===== src/rtl/valu_pkg.sv =====
// rtl/valu_pkg.sv - shared constants, op encodings and FSM state type for the vector logical unit
package valu_pkg;

  localparam int VALU_DATA_WIDTH  = 64;
  localparam int VALU_ADDR_WIDTH  = 32;
  localparam int VALU_OPSEL_WIDTH = 2;
  localparam int VALU_LEN_WIDTH   = 8;

  localparam logic [1:0] VALU_OP_ZERO = 2'b00;
  localparam logic [1:0] VALU_OP_AND  = 2'b01;
  localparam logic [1:0] VALU_OP_OR   = 2'b10;
  localparam logic [1:0] VALU_OP_XOR  = 2'b11;

  typedef enum logic [1:0] {
    VALU_IDLE  = 2'd0,
    VALU_READ  = 2'd1,
    VALU_DRAIN = 2'd2,
    VALU_DONE  = 2'd3
  } valu_state_e;

endpackage


===== src/rtl/valu_beat_counter.sv =====
// rtl/valu_beat_counter.sv - clearable beat counter that saturates at len and flags the last beat
module valu_beat_counter #(
  parameter int LEN_WIDTH = 8
) (
  input  logic                 clk,
  input  logic                 rst,
  input  logic                 clear,
  input  logic                 inc,
  input  logic [LEN_WIDTH-1:0] len,
  output logic [LEN_WIDTH-1:0] count,
  output logic                 at_last
);

  logic at_len;

  assign at_len  = (count == len);
  assign at_last = (count == len - LEN_WIDTH'(1));

  always_ff @(posedge clk) begin
    if (rst || clear) begin
      count <= '0;
    end else if (inc && !at_len) begin
      count <= count + LEN_WIDTH'(1);
    end
  end

endmodule


===== src/rtl/valu_issue_seq.sv =====
// rtl/valu_issue_seq.sv - vector logical unit command sequencer: VRF reads, ALU issue, response count
// Optional feature macro: VALU_ISSUE_STALL_EN (adds issue_stall input to pause reads in READ).
module valu_issue_seq
  import valu_pkg::*;
#(
  parameter int DATA_WIDTH  = VALU_DATA_WIDTH,
  parameter int ADDR_WIDTH  = VALU_ADDR_WIDTH,
  parameter int OPSEL_WIDTH = VALU_OPSEL_WIDTH,
  parameter int LEN_WIDTH   = VALU_LEN_WIDTH
) (
  input  logic                   clk,
  input  logic                   rst,
  input  logic                   cmd_valid,
  output logic                   cmd_ready,
  input  logic [OPSEL_WIDTH-1:0] cmd_opsel,
  input  logic [ADDR_WIDTH-1:0]  cmd_vs1,
  input  logic [ADDR_WIDTH-1:0]  cmd_vs2,
  input  logic [ADDR_WIDTH-1:0]  cmd_vd,
  input  logic [LEN_WIDTH-1:0]   cmd_len,
`ifdef VALU_ISSUE_STALL_EN
  input  logic                   issue_stall,
`endif
  output logic                   rd_en,
  output logic [ADDR_WIDTH-1:0]  rd_addr0,
  output logic [ADDR_WIDTH-1:0]  rd_addr1,
  input  logic [DATA_WIDTH-1:0]  rd_data0,
  input  logic [DATA_WIDTH-1:0]  rd_data1,
  output logic                   alu_valid,
  output logic [OPSEL_WIDTH-1:0] alu_opsel,
  output logic [DATA_WIDTH-1:0]  alu_vec0,
  output logic [DATA_WIDTH-1:0]  alu_vec1,
  output logic [ADDR_WIDTH-1:0]  alu_addr,
  input  logic                   alu_resp_valid,
  output logic                   busy,
  output logic                   done
);

  valu_state_e state_q, state_d;

  logic [OPSEL_WIDTH-1:0] op_q;
  logic [ADDR_WIDTH-1:0]  vs1_q, vs2_q, vd_q;
  logic [LEN_WIDTH-1:0]   len_q;
  logic [LEN_WIDTH-1:0]   beat, resp_count;
  logic [ADDR_WIDTH-1:0]  beat_ext;
  logic                   beat_at_last, resp_at_last;
  logic                   accept, stall, rd_fire, resp_done;

`ifdef VALU_ISSUE_STALL_EN
  assign stall = issue_stall;
`else
  assign stall = 1'b0;
`endif

  assign accept   = cmd_valid && (state_q == VALU_IDLE);
  assign rd_fire  = (state_q == VALU_READ) && !stall;
  assign beat_ext = ADDR_WIDTH'(beat);

  // Counts the response arriving this cycle so DONE follows the last response without a bubble.
  assign resp_done = (resp_count == len_q) || (resp_at_last && alu_resp_valid);

  valu_beat_counter #(.LEN_WIDTH(LEN_WIDTH)) u_beat_cnt (
    .clk     (clk),
    .rst     (rst),
    .clear   (accept),
    .inc     (rd_fire),
    .len     (len_q),
    .count   (beat),
    .at_last (beat_at_last)
  );

  valu_beat_counter #(.LEN_WIDTH(LEN_WIDTH)) u_resp_cnt (
    .clk     (clk),
    .rst     (rst),
    .clear   (accept),
    .inc     (alu_resp_valid && busy),
    .len     (len_q),
    .count   (resp_count),
    .at_last (resp_at_last)
  );

  always_ff @(posedge clk) begin
    if (rst) begin
      state_q <= VALU_IDLE;
      op_q    <= '0;
      vs1_q   <= '0;
      vs2_q   <= '0;
      vd_q    <= '0;
      len_q   <= '0;
    end else begin
      state_q <= state_d;
      if (accept) begin
        op_q  <= cmd_opsel;
        vs1_q <= cmd_vs1;
        vs2_q <= cmd_vs2;
        vd_q  <= cmd_vd;
        len_q <= cmd_len;
      end
    end
  end

  always_comb begin
    state_d = state_q;
    case (state_q)
      VALU_IDLE:  if (accept) state_d = (cmd_len != '0) ? VALU_READ : VALU_DONE;
      VALU_READ:  if (rd_fire && beat_at_last) state_d = VALU_DRAIN;
      VALU_DRAIN: if (resp_done && !alu_valid) state_d = VALU_DONE;
      VALU_DONE:  state_d = VALU_IDLE;
      default:    state_d = VALU_IDLE;
    endcase
  end

  always_comb begin
    cmd_ready = (state_q == VALU_IDLE);
    busy      = (state_q != VALU_IDLE);
    done      = (state_q == VALU_DONE);
    rd_en     = rd_fire;
    rd_addr0  = rd_fire ? vs1_q + beat_ext : '0;
    rd_addr1  = rd_fire ? vs2_q + beat_ext : '0;
  end

  // Issue stage: read data lands the cycle after rd_en, so it passes straight through under alu_valid.
  always_ff @(posedge clk) begin
    if (rst) begin
      alu_valid <= 1'b0;
      alu_opsel <= '0;
      alu_addr  <= '0;
    end else begin
      alu_valid <= rd_fire;
      alu_opsel <= rd_fire ? op_q : '0;
      alu_addr  <= rd_fire ? vd_q + beat_ext : '0;
    end
  end

  assign alu_vec0 = alu_valid ? rd_data0 : '0;
  assign alu_vec1 = alu_valid ? rd_data1 : '0;

endmodule


===== config.mk =====
export PLATFORM = sky130hd
export DESIGN_NAME = valu_issue_seq
export DESIGN_NICKNAME = d
export VERILOG_FILES = /design/src/rtl/valu_pkg.sv /design/src/rtl/valu_beat_counter.sv /design/src/rtl/valu_issue_seq.sv
export SDC_FILE = /design/constraint.sdc
export NUM_CORES = 1
export LEC_CHECK = 0
export BUFFER_PORTS_ARGS = -buffer_cell sky130_fd_sc_hd__buf_2
export CAP_MARGIN = 30
export CORE_AREA = 3 3 179 181
export CTS_BUF_LIST = sky130_fd_sc_hd__clkbuf_4
export DETAILED_ROUTE_END_ITERATION = 10
export DIE_AREA = 0 0 182 184
export GPL_ROUTABILITY_DRIVEN = 0
export MAX_ROUTING_LAYER = met4
export SLEW_MARGIN = 40
export SYNTH_ARGS = -nofsm -noshare
export SYNTH_HDL_FRONTEND = slang
export SYNTH_HIERARCHICAL = 1
export SYNTH_SLANG_ARGS = --single-unit
export TNS_END_PERCENT = 5

===== constraint.sdc =====
create_clock -name clk -period 7.1 [get_ports clk]
set_input_delay 1.42 -clock clk [delete_from_list [all_inputs] [get_ports clk]]
set_output_delay 1.42 -clock clk [all_outputs]
set_load 0.01 [all_outputs]

==> reports/summary.txt, run 1 <==
run status: finished clean
pin count of the biggest net entering global routing: 117
Slew @ Worst Pin: 0.777 ns
site row count: 64
Synth Cell Area: 0.0101 mm^2
max-cap viol count: 0
max frequency: 200 MHz
first-pass GRT wire length: 71.5 mm
Fin. Hold Viols: 0
Slew Limit Fails: 0
critical-path cell list: inv_1 -> fa_1 -> nand2b_1 -> a211oi_2 -> o221ai_2 -> nor4_1 -> mux2i_1 -> buf_2
CTS clk-pin slew, worst paths: 0.15 ns
via count: 11800
# clock sinks: 159
EDFF count, synth: 0
DRT Pass-1 Iters: 5
synth cell count leaders: nand2_1, a21oi_1, dfxtp_1
Pwr Total: 3.05 mW
TNS Setup: 0 ns
WL/cell: 23.5 um
post-synth top area cell: dfxtp_1
critical path capture point type: output port
Post-synth ARST share: 0
TritonCTS buffer count: 17
clock latency on the worst-skew pair: 0.59 ns
Cell variety after synth: 68
most area-consuming cells after synthesis: dfxtp_1, nand2_1, and2_1
worst path buffer plus inverter count: 2
yosys synthesis warning count: 6
Syn-to-layout area delta: 28.6%
Period minus WS final: 5.00 ns
most common cell in the synthesized netlist: nand2_1
slew margin rel.: 0.482
worst min path class: flip-flop to flip-flop
vias in the first global route: 10700
Via-to-Cell Ratio: 5.38
Overflow after GRT: 0
FF+latch count, synth: 159
CTS tree: done
hpwl dp: 42.0 mm
Resize count post-CTS: 0
Startpoint Class: flip-flop
core area: 0.0306 mm^2
final worst path period share: 0.704
critical path arrival: 3.58 ns
CP peak stage delay: 0.64 ns
Initial Utilization: 0.329
unrepaired setup endpoints after global routing: no
DIE AREA: 0.0335 mm^2
share of layout cells above drive strength 1: 0.299
worst setup margin: 2.10 ns
WP data required: 5.68 ns
Max FO, Critical Path: 13
Max clock buf depth: 2
sequential share of the synthesized area: 0.316
dpl ws: 2.50 ns
root buffer cell: clkbuf_4
Slowest cell on crit path: dfxtp_1
port bufs: 468
Peak VDD IR: 0.268 mV
Final #Nets: 2052
Routed WL: 51.6 mm
number of setup buffers added after CTS: 0
top-area cell type share of the netlist area: 0.316
die height: 184 um
Setup-failing EPs final: 0
syn nets: 1637
fill count: 3263
Synth Instances: 1364
drc violations: 0
dominant delay contributor by cell family on the critical path: compound AO/OA/AOI/OAI gates
clk_skew: 0.0191 ns
Post-synth top flop: dfxtp_1
IO Count: 469
crit path kind: flip-flop to output port
Mapped Avg Cell Area: 7.39 um^2
H-tree levels: 4
Pwr Density: 235 mW/mm^2
initial antenna violation count: 18
post-route ant nets: 0
chip width: 182 um
GRT Resource Usage Total: 0.299
CTS Hold Bufs: 0
P_leak: 5.91 nW
Initial DRC Count: 958
==> per-layer routing <==
layer	part of all wire	wire, um	track usage
met1	0.38	19400	0.336
met2	0.48	24900	0.480
met3	0.099	5130	0.103
met4	0.044	2270	0.135
met5	0	0	-
==> power breakdown <==
group	total (mW)	switching, mW	internal (mW)
registers	1.16	0.148	1.01
logic	1.34	0.888	0.454
clock network	0.552	0.368	0.184
total	3.05	1.40	1.65
==> layout by cell type (no fill, tap or decap), types with 30 or more instances in the layout <==
cell,netlist,final
ha_1,32,32
nor2_1,54,54
inv_1,33,33
nand3_1,39,39
and2_1,136,136
dfxtp_1,159,158
o31ai_1,30,30
buf_2,4,467
a21oi_1,168,168
nand2_1,262,261
o21ai_0,39,39
==> cell families (layout without fill, tap and decap cells) <==
family | after synthesis | in the layout | synth area share
buffers and inverters | 119 | 547 | 0.0489
muxes | 11 | 11 | 0.0110
and+or+nand+nor | 664 | 664 | 0.336
other | 0 | 7 | 0
xor gates and xnor gates | 58 | 58 | 0.0519
AOI/OAI and AO/OA | 318 | 318 | 0.191
DFF | 159 | 159 | 0.316
adders and majority gates | 35 | 35 | 0.0457
==> worst paths after layout <==
| kind | startpoint | end | slack (ns) | cells past startpoint |
|---|---|---|---|---|
| min | op_q[1] | op_q[1] | 0.47 | 2 |
| max reg2reg | state_q[0] | u_resp_cnt/count[2] | 3.63 | 7 |
| min reg2reg | op_q[1] | op_q[1] | 0.47 | 2 |
| max | u_beat_cnt/count[1] | rd_addr1[30] | 2.10 | 8 |
==> sequential cells by signal, indices dropped and copies added (netlist names) <==
name and count:
len_q 8, vs2_q 32, u_beat_cnt/count 8, vs1_q 32, u_resp_cnt/count 8, alu_opsel 2
alu_addr 32, state_q 2, op_q 2, vd_q 32, alu_valid 1
==> tightest hold or removal path, cell delays in order (launching register included) <==
cell and delay [ns]:
dfxtp_1 0.33, nand2_1 0.05, a21oi_1 0.05
==> layout make-up <==
type                    count  area [um^2]  area share
multi-input cells        1086         6430       0.496
flip-flops and latches    159         3180       0.246
repair buffers            479         2430       0.187
well taps                 396          495      0.0382
inverters                  36          136      0.0105
clock buffers              18          135      0.0104
clock inverters            14          131      0.0101
diodes                      7         17.5     0.00135
==> stage by stage <==
stage | util | hold WS (ns) | std cells | instance area [um^2]
2_1_floorplan | - | 0.430 | 1364 | 10100
3_3_place_gp | 0.414 | 0.439 | 2156 | 12700
3_5_place_dp | 0.414 | 0.450 | 2156 | 12700
4_1_cts | 0.423 | 0.469 | 2188 | 12900
5_1_grt | 0.424 | 0.492 | 2193 | 13000
6_report | 0.424 | 0.466 | 2195 | 13000
Note: power is estimated with default switching activity, not from simulation.
==> inputs of run 2 (changes only) <==
- ABC_AREA: unset -> 1
- clock period: 7.1 -> 4.8 ns (I/O delays scaled with it)
==> run 2 against run 1 <==
  * Count of clock-buffer cells in the layout shrank 1
  * Critical path depth is 1 higher
  * Clock skew is 0.028 ns higher
  * Final area grew 5.9%
  * Critical path type unchanged
  * Register-to-register slack worse by 1.7 ns
  * Largest power group unchanged
  * Critical endpoint is now rd_addr1[26]
  * Sequential power rose by 61%
  * Non-clock buffer count is 3 lower
  * Setup slack got worse by 1.2 ns
==> reports/summary.txt, run 2 <==
max frequency: 257 MHz
Logic pwr share: 0.442 (was 0.440)
hold path endpoint: op_q[0] (was op_q[1])
EDFF count, synth: 0 (unchanged)
critical path capture point type: output port (unchanged)
first-pass GRT wire length: 71.9 mm (was 71.5 mm)
post-synth top area cell: dfxtp_1 (unchanged)
Overflow after GRT: 0 (unchanged)
CTS Hold Bufs: 0 (unchanged)
uppermost layer routed: met4 (unchanged)
TritonCTS buffer count: 17 (unchanged)
simple-gate portion of the synthesized area: 0.346 (was 0.336)
synth cell count leaders: nand2_1, inv_1, nor2_1 (was nand2_1, a21oi_1, dfxtp_1)
clock network power share: 0.176 (was 0.181)
FF+latch count, synth: 159 (unchanged)
Post-synth ARST share: 0 (unchanged)
pin count of the biggest net entering global routing: 88 (was 117)
Reg-to-Reg Start: state_q[1] (was state_q[0])
core area: 0.0306 mm^2 (unchanged)
Resize count post-CTS: 0 (unchanged)
Pint: 2.54 mW (was 1.65 mW)
Worst Hold Slack: 0.470 ns (was 0.466 ns)
max-cap viol count: 0 (unchanged)
Cell variety after synth: 45 (was 68)
Hold Crit Depth: 2 (unchanged)
hpwl dp: 41.5 mm (was 42.0 mm)
# clock sinks: 159 (unchanged)
Compound-Gate Fraction of Synth Area: 0.158 (was 0.191)
syn nets: 2016 (was 1637)
share of layout cells above drive strength 1: 0.271 (was 0.299)
largest family of logic cells by synthesized area: simple AND/OR/NAND/NOR gates (unchanged)
yosys synthesis warning count: 6 (unchanged)
Startpoint Class: flip-flop (unchanged)
Worst R2R Path Depth: 7 (unchanged)
met1 wire length: 20.6 mm (was 19.4 mm)
Post-synth top flop: dfxtp_1 (unchanged)
most frequent cells in the layout: buf_2, nand2_1, inv_1 (was buf_2, nand2_1, a21oi_1)
WP data required: 3.84 ns (was 5.68 ns)
worst min path class: flip-flop to flip-flop (unchanged)
root buffer cell: clkbuf_4 (unchanged)
Final #Nets: 2452 (was 2052)
Synth Instances: 1743 (was 1364)
clock latency on the worst-skew pair: 0.60 ns (was 0.59 ns)
FF+latch area: 0.00319 mm^2 (was 0.00318 mm^2)
most common cell in the synthesized netlist: nand2_1 (unchanged)
DRT Pass-1 Iters: 6 (was 5)
Slew @ Worst Pin: 0.836 ns (was 0.777 ns)
sequential share of the synthesized area: 0.297 (was 0.316)
DIE AREA: 0.0335 mm^2 (unchanged)
vias in the first global route: 12100 (was 10700)
run status: finished clean (unchanged)
Flop pwr share: 0.382 (was 0.379)
Sw Ratio: 0.479 (was 0.460)
Initial Utilization: 0.350 (was 0.329)
final worst path period share: 0.810
worst r2r dst: alu_addr[26] (was u_resp_cnt/count[2])
multi-input logic area: 0.00621 mm^2 (was 0.00643 mm^2)
H-tree levels: 4 (unchanged)
P_sw: 2.34 mW (was 1.40 mW)
unrepaired setup endpoints after global routing: no (unchanged)
most area-consuming cells after synthesis: dfxtp_1, nand2_1, inv_1 (was dfxtp_1, nand2_1, and2_1)
chip width: 182 um (unchanged)
crit path kind: flip-flop to output port (unchanged)
wire length on met2: 22.6 mm (was 24.9 mm)
drc violations: 0 (unchanged)
CTS tree: done (unchanged)
site row count: 64 (unchanged)
Pwr Density: 356 mW/mm^2 (was 235 mW/mm^2)
Setup-failing EPs final: 0 (unchanged)
number of setup buffers added after CTS: 0 (unchanged)
CTS clk-pin slew, worst paths: 0.16 ns (was 0.15 ns)
Syn-to-layout area delta: 28.1% (was 28.6%)
Routed WL: 49.5 mm (was 51.6 mm)
area share of fa/ha/maj cells after synthesis: 0.0430 (was 0.0457)
Synth Cell Area: 0.0107 mm^2 (was 0.0101 mm^2)
Period minus WS final: 3.89 ns
HP Start: op_q[0] (was op_q[1])
slew margin rel.: 0.439 (was 0.482)
Slew Limit Fails: 0 (unchanged)
critical path arrival: 2.93 ns (was 3.58 ns)
initial antenna violation count: 31 (was 18)
port bufs: 468 (unchanged)
WL/cell: 19.0 um (was 23.5 um)
via count: 12800 (was 11800)
top-area cell type share of the netlist area: 0.297 (was 0.316)
post-route ant nets: 0 (unchanged)
P_leak: 7.65 nW (was 5.91 nW)
Mapped Avg Cell Area: 6.14 um^2 (was 7.39 um^2)
Initial DRC Count: 995 (was 958)
Via-to-Cell Ratio: 4.90 (was 5.38)
Max FO, Critical Path: 11 (was 13)
most common cell after layout, fill and taps aside: buf_2 (unchanged)
die height: 184 um (unchanged)
fill count: 3392 (was 3263)
R2R Setup Slk: 1.89 ns (was 3.63 ns)
Peak VDD IR: 0.169 mV (was 0.268 mV)
Met3 Wirelength: 4.83 mm (was 5.13 mm)
post-synthesis mux area share: 0 (was 0.0110)
Max clock buf depth: 2 (unchanged)
IO Count: 469 (unchanged)
clk_skew: 0.0468 ns (was 0.0191 ns)
GRT Resource Usage Total: 0.290 (was 0.299)
Fin. Hold Viols: 0 (unchanged)
TNS Setup: 0 ns (unchanged)
XOR/XNOR Fraction of Synth Area: 0.0319 (was 0.0519)
[run 2: cell count changes after synthesis, moves of 22 or more]
cell and delta:
a21oi_1 -25, and2_1 -136, clkbuf_1 -26, inv_1 +240, nand2_1 +158, nand2_2 +22, nand3_1 +36, nor2_1 +178
o21ai_0 +115, o31ai_1 -30, or3_1 -27, or4_1 -29
[run 2: cell type report]
type / count / area share
Clock inverter: 15 / 0.0121
Sequential cell: 159 / 0.232
Multi-Input combinational cell: 1240 / 0.453
Inverter: 285 / 0.0780
Clock buffer: 17 / 0.00930
Tap cell: 396 / 0.0361
Antenna cell: 20 / 0.00365
Timing Repair Buffer: 476 / 0.176
[run 2: how the worst max path moves through the flow]
| stage | start | end | slack (ns) | cells after the start |
|---|---|---|---|---|
| finish | u_beat_cnt/count[1] | rd_addr1[26] | 0.91 | 9 |
| floorplan | u_beat_cnt/count[1] | rd_addr0[18] | 1.88 | 9 |
| CTS | u_beat_cnt/count[1] | rd_addr1[26] | 0.85 | 9 |
| global placement | u_beat_cnt/count[1] | rd_addr1[22] | 1.52 | 10 |
| detailed placement | u_beat_cnt/count[1] | rd_addr1[26] | 1.50 | 9 |
| global route | u_beat_cnt/count[1] | rd_addr1[26] | 0.66 | 9 |
[run 2: power groups by stage]
stage / registers, mW / clock network [mW] / logic (mW)
final: 1.87 / 0.858 / 2.16
after global routing: 1.90 / 0.919 / 2.44
after CTS: 1.88 / 0.879 / 2.14
after detailed placement: 1.91 / 0 / 2.14
after global placement: 1.90 / 0 / 2.11
after floorplan: 1.79 / 0 / 1.47
[run 2: per-layer routing]
layer / vias up / GRT usage
li1: 6374 / -
met1: 5809 / 0.346
met2: 526 / 0.451
met3: 75 / 0.102
met4: 0 / 0.112
met5: - / -
[run 2: critical path, stage by stage, from the launching register on]
cell and delay [ns]:
dfxtp_1 0.61, inv_1 0.18, fa_1 0.47, o21ai_2 0.21
inv_1 0.12, o21bai_4 0.22, nand3_1 0.13, xor2_1 0.16
nor2_1 0.09, buf_2 0.16
[run 2: logic make-up after synthesis]
| logic type | after synthesis |
|---|---|
| xor+xnor | 39 |
| flops | 159 |
| fa+ha+maj | 35 |
| simple gates | 845 |
| compound gates | 321 |
| buf+inv | 344 |
[run 2: stage by stage]
step                      utilization  setup slack [ns]  instances  area [um^2]  power [mW]
after floorplan                     -              1.88       1743        10700        3.26
after global placement          0.437              1.52       2555        13400        4.02
after detailed placement        0.437              1.50       2555        13400        4.04
after CTS                       0.446             0.853       2587        13700        4.90
after global routing            0.449             0.656       2607        13700        5.26
final                           0.449             0.910       2608        13700        4.88
